[src/rtl/seq_normalizer.sv]
// Multi-cycle leading-bit normalizer for CLZ/CLO: shifts the operand left one bit
// per cycle until the MSB differs from the fill bit, then reports count and result.
module seq_normalizer #(
   parameter int WIDTH = 32,
   parameter int CNT_W = 6
) (
   input  logic             clk,
   input  logic             rst,
   input  logic             start,
   input  logic             mode,
   input  logic [WIDTH-1:0] data_in,
   output logic             busy,
   output logic             done,
   output logic [CNT_W-1:0] count,
   output logic [WIDTH-1:0] result,
   output logic             zero,
   output logic             negative
);

   typedef enum logic [1:0] {
      ST_IDLE  = 2'd0,
      ST_SHIFT = 2'd1,
      ST_DONE  = 2'd2
   } state_t;

   localparam logic [CNT_W-1:0] CNT_MAX = CNT_W'(WIDTH);

   state_t           state_q, state_d;
   logic             busy_q, busy_d;
   logic             done_q, done_d;
   logic [WIDTH-1:0] shreg_q, shreg_d;
   logic [CNT_W-1:0] cnt_q, cnt_d;
   logic             mode_q, mode_d;
   logic [CNT_W-1:0] count_q, count_d;
   logic [WIDTH-1:0] result_q, result_d;
   logic             zero_q, zero_d;
   logic             negative_q, negative_d;
   logic             finish;

   // Stop once the MSB no longer matches the fill bit, or the whole word was fill.
   assign finish = (shreg_q[WIDTH-1] != mode_q) || (cnt_q == CNT_MAX);

   always_ff @(posedge clk) begin
      if (rst) begin
         state_q <= ST_IDLE;
         busy_q  <= 1'b0;
         done_q  <= 1'b0;
      end else begin
         state_q <= state_d;
         busy_q  <= busy_d;
         done_q  <= done_d;
      end
   end

   always_comb begin
      state_d = ST_IDLE;
      case (state_q)
         ST_IDLE:  state_d = start ? ST_SHIFT : ST_IDLE;
         ST_SHIFT: state_d = finish ? ST_DONE : ST_SHIFT;
         ST_DONE:  state_d = ST_IDLE;
         default:  state_d = ST_IDLE;
      endcase
   end

   // busy and done are registered views of the state being entered.
   always_comb begin
      busy_d = (state_d == ST_SHIFT);
      done_d = (state_d == ST_DONE);
   end

   always_comb begin
      shreg_d    = shreg_q;
      cnt_d      = cnt_q;
      mode_d     = mode_q;
      count_d    = count_q;
      result_d   = result_q;
      zero_d     = zero_q;
      negative_d = negative_q;
      case (state_q)
         ST_IDLE: begin
            if (start) begin
               shreg_d = data_in;
               mode_d  = mode;
               cnt_d   = '0;
            end
         end
         ST_SHIFT: begin
            if (finish) begin
               count_d    = cnt_q;
               result_d   = shreg_q;
               zero_d     = (shreg_q == '0);
               negative_d = shreg_q[WIDTH-1];
            end else begin
               shreg_d = {shreg_q[WIDTH-2:0], 1'b0};
               cnt_d   = cnt_q + 1'b1;
            end
         end
         default: begin
         end
      endcase
   end

   // The working registers need no reset; the visible results do.
   always_ff @(posedge clk) begin
      shreg_q <= shreg_d;
      cnt_q   <= cnt_d;
      mode_q  <= mode_d;
      if (rst) begin
         count_q    <= '0;
         result_q   <= '0;
         zero_q     <= 1'b0;
         negative_q <= 1'b0;
      end else begin
         count_q    <= count_d;
         result_q   <= result_d;
         zero_q     <= zero_d;
         negative_q <= negative_d;
      end
   end

   assign busy     = busy_q;
   assign done     = done_q;
   assign count    = count_q;
   assign result   = result_q;
   assign zero     = zero_q;
   assign negative = negative_q;

endmodule

[config.mk]
export PLATFORM = sky130hd
export DESIGN_NAME = seq_normalizer
export DESIGN_NICKNAME = d
export VERILOG_FILES = /design/src/rtl/seq_normalizer.sv
export SDC_FILE = /design/constraint.sdc
export NUM_CORES = 1
export LEC_CHECK = 0
export CAP_MARGIN = 20
export CORE_ASPECT_RATIO = 1.4
export CORE_MARGIN = 3
export CORE_UTILIZATION = 51
export CTS_BUF_LIST = sky130_fd_sc_hd__clkbuf_2
export DETAILED_ROUTE_END_ITERATION = 12
export GPL_ROUTABILITY_DRIVEN = 0
export GPL_TIMING_DRIVEN = 0
export PLACE_DENSITY = 0.83
export SLEW_MARGIN = 20
export SYNTH_ARGS = -nofsm -noshare
export SYNTH_HDL_FRONTEND = slang
export SYNTH_SLANG_ARGS = --single-unit
[constraint.sdc]
create_clock -name clk -period 2.85 [get_ports clk]
set_clock_uncertainty 0.1 [all_clocks]
set_input_delay 0.57 -clock clk [delete_from_list [all_inputs] [get_ports clk]]
set_output_delay 0.57 -clock clk [all_outputs]
set_load 0.01 [all_outputs]
; ---- After elaboration in Yosys (flattened, before gate mapping)
; Cells that the tools add are included.
; W data, S select, Z words.
[totals]
regBits = 83
inputBits = 36
out_inout_bits = 42
word_cells = 34
[classes]
addsub = 1
n_eq_ne = 7
mux = 9
n_reduce_logical = 7
[ops]
columns = op, n
row1 = $mux W32, 2
row2 = $pmux W32 S2, 1
row3 = $logic_not A32 Y1, 1
row4 = $mux W6, 2
row5 = $pmux W6 S2, 1
row6 = $add A6 B1 Y6 const B, 1
row7 = $eq A6 B6 Y1 const B, 1
row8 = $eq A2 B1 Y1 const B, 2
row9 = $ne A2 B2 Y1 const B, 2
row10 = $pmux W2 S2, 1
row11 = $reduce_and A2 Y1, 2
row12 = $reduce_and A3 Y1, 1
row13 = $eq A2 B2 Y1 const B, 1
row14 = $logic_not A2 Y1, 1
row15 = $mux W2, 1
row16 = $reduce_bool A2 Y1, 1
row17 = $logic_or A1 B1 Y1, 1
row18 = $mux W1, 1
row19 = $ne A1 B1 Y1, 1

; ---- Depth between registers and ports, before layout
; Gate-level depths: netlist of the first run.
[logic_depth]
word_depth = 5
ltp_mapped = 7
ltp_nobuf = 6

; ---- Worst setup path after synthesis of the first run
; Ideal clock, no wire load.
[synth_timing]
path_kind = input -> register
from = input port start
to = register cnt_q[0], enable pin
setup_ps = 395
arrival_ps = 1665
required_ps = 2355
slack_ps = 691
cell_stages = 2
n_path_buf = 0
cell_sequence = nor3b_1 a21o_1
[synth_between]
elab_chain_cells = 2
[synth_lines]
columns = item, line
row1 = "start, declared", 9  ; input logic start,
row2 = $ne A2 B2 Y1 (no line), -
row3 = $reduce_and A3 Y1 (no line), -
row4 = "end signal, assigned", 106  ; cnt_q <= cnt_d;
row5 = "end, declared", 32  ; logic [CNT_W-1:0] cnt_q, cnt_d;
; No other way between the ends.
; A chain may end at the register's enable or synchronous reset.

; ---- Worst setup path after layout of the first run
[layout_timing]
from = register result_q[31] (netlist: result[31])
to = output port result[31]
[layout_lines]
columns = item, line
row1 = "start, declared", 35  ; logic [WIDTH-1:0] result_q, result_d;
row2 = "start signal, assigned", 115  ; result_q <= result_d;
row3 = "end, declared", 15  ; output logic [WIDTH-1:0] result,
; No word-level cell between the ends.

==> impl_metrics.toml, run 1 <==
[power]
leakagePower_nw = 1.953
power_per_cell_area_nw_per_um2 = 597.0
worst_ir_drop_vdd_mv = 0.3523
total_power_mw = 2.570

[clock_network]
post_cts_hold_buffer_count = 0
postCtsResizedCells = 0
worstSkewPairLatency_ns = 0.52
post-cts-setup-buffers = 0
cts_root_buffer = "sky130_fd_sc_hd__clkbuf_2"
numCtsBuffers = 9
clock_tree_from_tritoncts = "yes"
cts.clk_slew.worst_paths_ns = 0.20
cts_buffer_depth = 2
clock-sinks = 82
htreeDepth = 3

[worst_hold_path]
min-delay-path-class = "input pin to flip-flop"

[place]
dpl.cell_count = 464
port_buffers = 76
dp_worst_setup_slack_ns = 0.4369
post-dp-hpwl_mm = 5.269

[synthesis]
syn-instance-count = 315
post_synth_num_cell_types = 29
seq_area_frac_synth_pct = 61.19
synth_seq_cells = 82
combined_area_of_all_synthesized_cells_um2 = 3321
mappedNetlistNets = 353
synthesis.area_per_instance_um2 = 10.54
yosys_warnings = 0

[timing]
hold_slack_ns = 0.3147
report.final.slew_viol_count = 0
max_freq_ghz = 0.4452
setup_viol = 0
min_period_ns = 2.246
final_min_period_over_clock_period_pct = 78.81
maxSlewHeadroom_pct = 66.98
rsz_0062_raised_after_global_routing = "no"
final_hold_viol_count = 0
finalWorstSetupSlack_ns = 0.6039
tightestPinTransition_ns = 0.4953

[setup_path]
critical_path.max_fanout = 3
setup.worst_path.start_class = "flip-flop"
crit_path_end_kind = "output port"
crit_arrival_ns = 1.58
timing.critical_path.required_ns = 2.18
critical_path_class = "flip-flop to output port"

[routing]
drc = 0
met2WireLength_mm = 3.711
avgViaCountPerCell = 5.217
detail_route.first_pass.iterations = 4
detail_route.iter0.violations = 108
detail_route.wirelength_mm = 7.113
drtAntennaViolNets = 0
top_layer = "met4"
routed-via-count = 2504
routed_wire_length_per_instance_um = 14.82
dr_wl_met3_um = 319
drt-met1-wl_mm = 2.892

[layout]
fraction_of_final_layout_cells_sized_beyond_drive_strength_1_pct = 6.618
final_cell_count_no_fill = 480
n_antenna_cell = 0
net_count_of_the_finished_layout = 441
area_growth_pct = 29.62

[floorplanning]
initial_core_util_pct = 53.10
floorplan.die_area_um2 = 7529
design.portCount = 78
placement_rows = 34
floorplan.die.width_um = 74.20
die_h_um = 101.5
area_inside_the_core_boundary_um2 = 6254

[global_route]
grt_first_pass_wirelength_mm = 11.37
antenna_found_initial = 0
first_global_vias = 2453
grt_max_degree = 23
overflow = 0
grt_usage_pct = 20.08

[outcome]
run_status = "completed"

[run]
drv.max_cap_violation_count = 0
-- registers in the layout, indices dropped and copies added, names as in the netlist --
signal and cells:
result 32, shreg_q 32, cnt_q 6, count 6
state_q 2, busy 1, done 1, mode_q 1
zero 1
-- kinds of logic after synthesis --
| kind of cell | after synthesis | share of synthesized area (%) |
|---|---|---|
| adder cells (fa/ha/maj) | 2 | 0.7535 |
| flip-flops | 82 | 61.19 |
| buffers and inverters | 21 | 3.429 |
| multiplexers | 38 | 11.45 |
| XOR/XNOR | 5 | 1.545 |
| AND/OR/NAND/NOR | 163 | 20.42 |
| AO/OA/AOI/OAI | 4 | 1.206 |
-- placed cells by master (no fill, tap or decap), types with 2 or more instances in the layout --
cell and count:
sky130_fd_sc_hd__nor2_1 46, sky130_fd_sc_hd__clkbuf_2 12, sky130_fd_sc_hd__dfxtp_1 43, sky130_fd_sc_hd__nand4_1 2
sky130_fd_sc_hd__nor2b_1 3, sky130_fd_sc_hd__nand2_1 95, sky130_fd_sc_hd__nand3_1 2, sky130_fd_sc_hd__buf_1 2
sky130_fd_sc_hd__clkbuf_1 10, sky130_fd_sc_hd__inv_1 3, sky130_fd_sc_hd__and2_1 2, sky130_fd_sc_hd__clkinv_2 2
sky130_fd_sc_hd__xnor2_1 3, sky130_fd_sc_hd__mux2i_1 38, sky130_fd_sc_hd__ha_1 2, sky130_fd_sc_hd__clkdlybuf4s50_1 76
sky130_fd_sc_hd__edfxtp_1 39, sky130_fd_sc_hd__nor4_1 8, sky130_fd_sc_hd__buf_6 4
-- cells in the mapped netlist --
cell / number / area, um2
sky130_fd_sc_hd__xor2_1: 1 / 8.760
sky130_fd_sc_hd__buf_6: 4 / 45.04
sky130_fd_sc_hd__xnor2_1: 3 / 26.28
sky130_fd_sc_hd__xor2_2: 1 / 16.27
sky130_fd_sc_hd__dfxtp_1: 43 / 860.8
sky130_fd_sc_hd__a21oi_1: 1 / 5.000
sky130_fd_sc_hd__a21o_1: 1 / 7.510
sky130_fd_sc_hd__nor3b_2: 1 / 12.51
sky130_fd_sc_hd__nor2b_1: 3 / 18.77
sky130_fd_sc_hd__and2_1: 2 / 12.51
sky130_fd_sc_hd__nor2_1: 46 / 172.7
sky130_fd_sc_hd__inv_1: 3 / 11.26
sky130_fd_sc_hd__buf_2: 1 / 5.000
sky130_fd_sc_hd__and4bb_2: 1 / 12.51
sky130_fd_sc_hd__nand2_1: 95 / 356.6
sky130_fd_sc_hd__edfxtp_1: 39 / 1171
sky130_fd_sc_hd__clkbuf_1: 10 / 37.54
sky130_fd_sc_hd__buf_1: 2 / 7.510
sky130_fd_sc_hd__or3_1: 1 / 6.260
sky130_fd_sc_hd__nand2b_1: 1 / 6.260
sky130_fd_sc_hd__nand4_1: 2 / 12.51
sky130_fd_sc_hd__nor3b_1: 1 / 7.510
sky130_fd_sc_hd__a31oi_1: 1 / 6.260
sky130_fd_sc_hd__nor4_1: 8 / 50.05
sky130_fd_sc_hd__mux2i_1: 38 / 380.4
sky130_fd_sc_hd__ha_1: 2 / 25.02
sky130_fd_sc_hd__a22oi_4: 1 / 21.27
sky130_fd_sc_hd__nand3_1: 2 / 10.01
sky130_fd_sc_hd__buf_4: 1 / 7.510
-- worst paths after layout --
| kind | startpoint | endpoint | cells after the start | slack, ns |
|---|---|---|---|---|
| max | result[31]$_SDFFE_PP0P_ | result[31] | 2 | 0.60 |
| min | rst | busy$_SDFF_PP0_ | 2 | 0.31 |
| max reg2reg | cnt_q[0]$_SDFFCE_PN0P_ | shreg_q[4]$_DFFE_PP_ | 5 | 0.83 |
| min reg2reg | zero$_SDFFE_PP0P_ | zero$_SDFFE_PP0P_ | 2 | 0.41 |
-- per-stage QoR --
step	utilization [%]	area [um2]	TNS (ns)
finish	68.83	4304	0
global route	68.83	4304	0
CTS	68.83	4304	0
detailed placement	67.17	4200	0
global placement	66.71	4172	-6.458
floorplan	-	3321	0
-- report_power, final --
part / switching (mW) / total (mW) / leakage (nW) / internal (mW)
clock network: 0.371 / 0.579 / 0.0734 / 0.209
logic: 0.246 / 0.497 / 1.15 / 0.251
registers: 0.0979 / 1.49 / 0.732 / 1.40
-- cell type report --
cell class              instances  area (um2)
clock inverters                 4       43.79
multi-input cells             212        1176
repair buffers                 77       788.3
plain buffers                  18       102.6
well taps                      72       90.09
fillers                       495        1949
flip-flops and latches         82        2032
inverters                       3       11.26
clock buffers                  12       60.06
-- worst max-delay path: stages, from the launching register on --
cell and delay (ns):
sky130_fd_sc_hd__dfxtp_1 0.43, sky130_fd_sc_hd__buf_4 0.12, sky130_fd_sc_hd__clkdlybuf4s50_1 0.52
-- routing by layer --
metal	track usage, %	up-vias
li1	-	1223
met1	24.51	1193
met2	34.15	73
met3	3.575	15
met4	9.066	0
met5	0	-
Note: power is estimated with default switching activity, not from simulation.
==> run 2, diff against run 1 <==
clock period = 2.1 ns   (was 2.85 ns; I/O delays follow)
==> run 2 against run 1 <==
  * Register-to-register slack worse by 0.69 ns
  * Final area is 0.73% higher
  * Utilization rose by 0.50 points
  * Worst hold slack got worse by 0.15 ns
  * Critical path type unchanged
  * Largest power group unchanged
==> impl_metrics.toml, run 2 (synthesis results as in run 1) <==
[timing]
setup_viol = 0
rsz_0062_raised_after_global_routing = "no"
maxSlewHeadroom_pct = 66.75
report.final.slew_viol_count = 0
tns_ns = 0
max_freq_ghz = 0.5049
final_min_period_over_clock_period_pct = 94.31
min_period_ns = 1.980
tightestPinTransition_ns = 0.4988
final_hold_viol_count = 0

[run]
drv.max_cap_violation_count = 0

[layout]
n_antenna_cell = 0
final_standard_cell_area_without_fillers_um2 = 4335
layout_commonest_cell = "sky130_fd_sc_hd__nand2_1"
final_cell_mix = "sky130_fd_sc_hd__nand2_1 (95), sky130_fd_sc_hd__clkdlybuf4s50_1 (75), sky130_fd_sc_hd__nor2_1 (46)"
fraction_of_final_layout_cells_sized_beyond_drive_strength_1_pct = 7.335
postLayoutCoreUtil_pct = 69.33
net_count_of_the_finished_layout = 442
multi_input_comb_area_um2 = 1182
ff_latch_area_um2 = 2033
filler_cells = 459
area_growth_pct = 30.56

[routing]
routed-via-count = 2484
drc = 0
avgViaCountPerCell = 5.164
detail_route.wirelength_mm = 7.142
detail_route.first_pass.iterations = 4
detail_route.iter0.violations = 103
routed_wire_length_per_instance_um = 14.85
drtAntennaViolNets = 0

[setup_path]
critical-path-slowest-cell = "sky130_fd_sc_hd__clkdlybuf4s50_1"
crit_arrival_ns = 1.46
critPathTopFamily = "buffers and inverters"
largest_stage_delay_worst_path_ns = 0.57
path_cells = "clkdlybuf4s50_1"
critPathBufInv = 1
crit_path_end_kind = "output port"
r2r_start = "cnt_q[1]$_SDFFCE_PN0P_"
critical_path_class = "flip-flop to output port"
setup.worst_path.start_class = "flip-flop"
critical_path.max_fanout = 2
critical_path.startpoint = "result[4]$_SDFFE_PP0P_"
timing.critical_path.required_ns = 1.58

[place]
port_buffers = 76
post_dp_cell_area_um2 = 4173
post-dp-hpwl_mm = 5.143

[clock_network]
post_cts_hold_buffer_count = 0
worstSkewPairLatency_ns = 0.50
cts_root_buffer = "sky130_fd_sc_hd__clkbuf_2"
clock_tree_from_tritoncts = "yes"
numCtsBuffers = 9
cts.clk_slew.worst_paths_ns = 0.23
clock-sinks = 82
htreeDepth = 3
cts_buffer_depth = 2

[power]
comb_power_share_pct = 18.3
power.share.sequential_pct = 55.9
leakagePower_nw = 1.982
power_per_cell_area_nw_per_um2 = 837.4
internal_power_mw = 2.623
switching_share_pct = 27.74
worst_ir_drop_vdd_mv = 0.4602
power_switching_mw = 1.007
clock_power_share_pct = 25.8

[floorplanning]
design.portCount = 78
area_inside_the_core_boundary_um2 = 6254
placement_rows = 34
die_h_um = 101.5
floorplan.die_area_um2 = 7529
initial_core_util_pct = 53.10
floorplan.die.width_um = 74.20

[global_route]
overflow = 0
antenna_found_initial = 0
grt_max_degree = 41
grt_usage_pct = 19.99
grt_first_pass_wirelength_mm = 11.41
first_global_vias = 2382

[outcome]
run_status = "completed"

[worst_hold_path]
min-delay-path-class = "input pin to flip-flop"
timing.hold.worst.start = "rst"
run 2: power by group through the flow:
stage          registers, mW  logic (mW)  clock network (mW)
6_report                2.03       0.666               0.936
5_1_grt                 2.05       0.732                1.01
4_1_cts                 2.03       0.663               0.952
3_5_place_dp            2.07       0.655                   0
3_3_place_gp            2.06       0.637                   0
2_1_floorplan           2.05       0.369                   0
run 2: metal layers:
layer  GRT usage (%)  vias to the layer above  share of wire [%]
met3           3.774                        7                5.4
met4           7.113                        0                1.2
met5               0                        -                  0
li1                -                     1222                  -
met1           24.85                     1166                 41
met2           34.29                       89                 52
run 2: layout make-up:
class | count | area share [%]
Timing Repair Buffer | 78 | 17.95
Multi-Input combinational cell | 212 | 27.27
Sequential cell | 82 | 46.90
Tap cell | 72 | 2.078
Clock inverter | 7 | 2.136
Inverter | 3 | 0.2597
Buffer | 18 | 2.367
Clock buffer | 9 | 1.039
run 2: path summary, 6_finish.rpt:
kind | to | cells after the start | slack [ns]
setup / recovery | result[4] | 1 | 0.12
hold / removal | state_q[0]$_SDFF_PP0_ | 2 | 0.16
setup reg to reg | result[1]$_SDFFE_PP0P_ | 7 | 0.14
hold reg to reg | zero$_SDFFE_PP0P_ | 2 | 0.39
run 2: repair_timing:
item / 4_1_cts / 5_1_grt
cloned: 0 / 0
gates resized for setup: 2 / 1
pin swaps: 0 / 0
setup buffers: 0 / 2
endpoints found under the setup margin: 39 / 4
run 2: per-stage QoR:
step / power (mW) / worst slack [ns] / hold WS, ns / cells
final: 3.630 / 0.1195 / 0.1649 / 481
after global routing: 3.792 / 0.03044 / 0.1465 / 481
after CTS: 3.646 / 0.01830 / 0.1313 / 479
after detailed placement: 2.721 / -0.3471 / 0.3675 / 463
after global placement: 2.694 / -0.2977 / 0.3561 / 463
after floorplan: 2.418 / 0.2828 / 0.3761 / 315
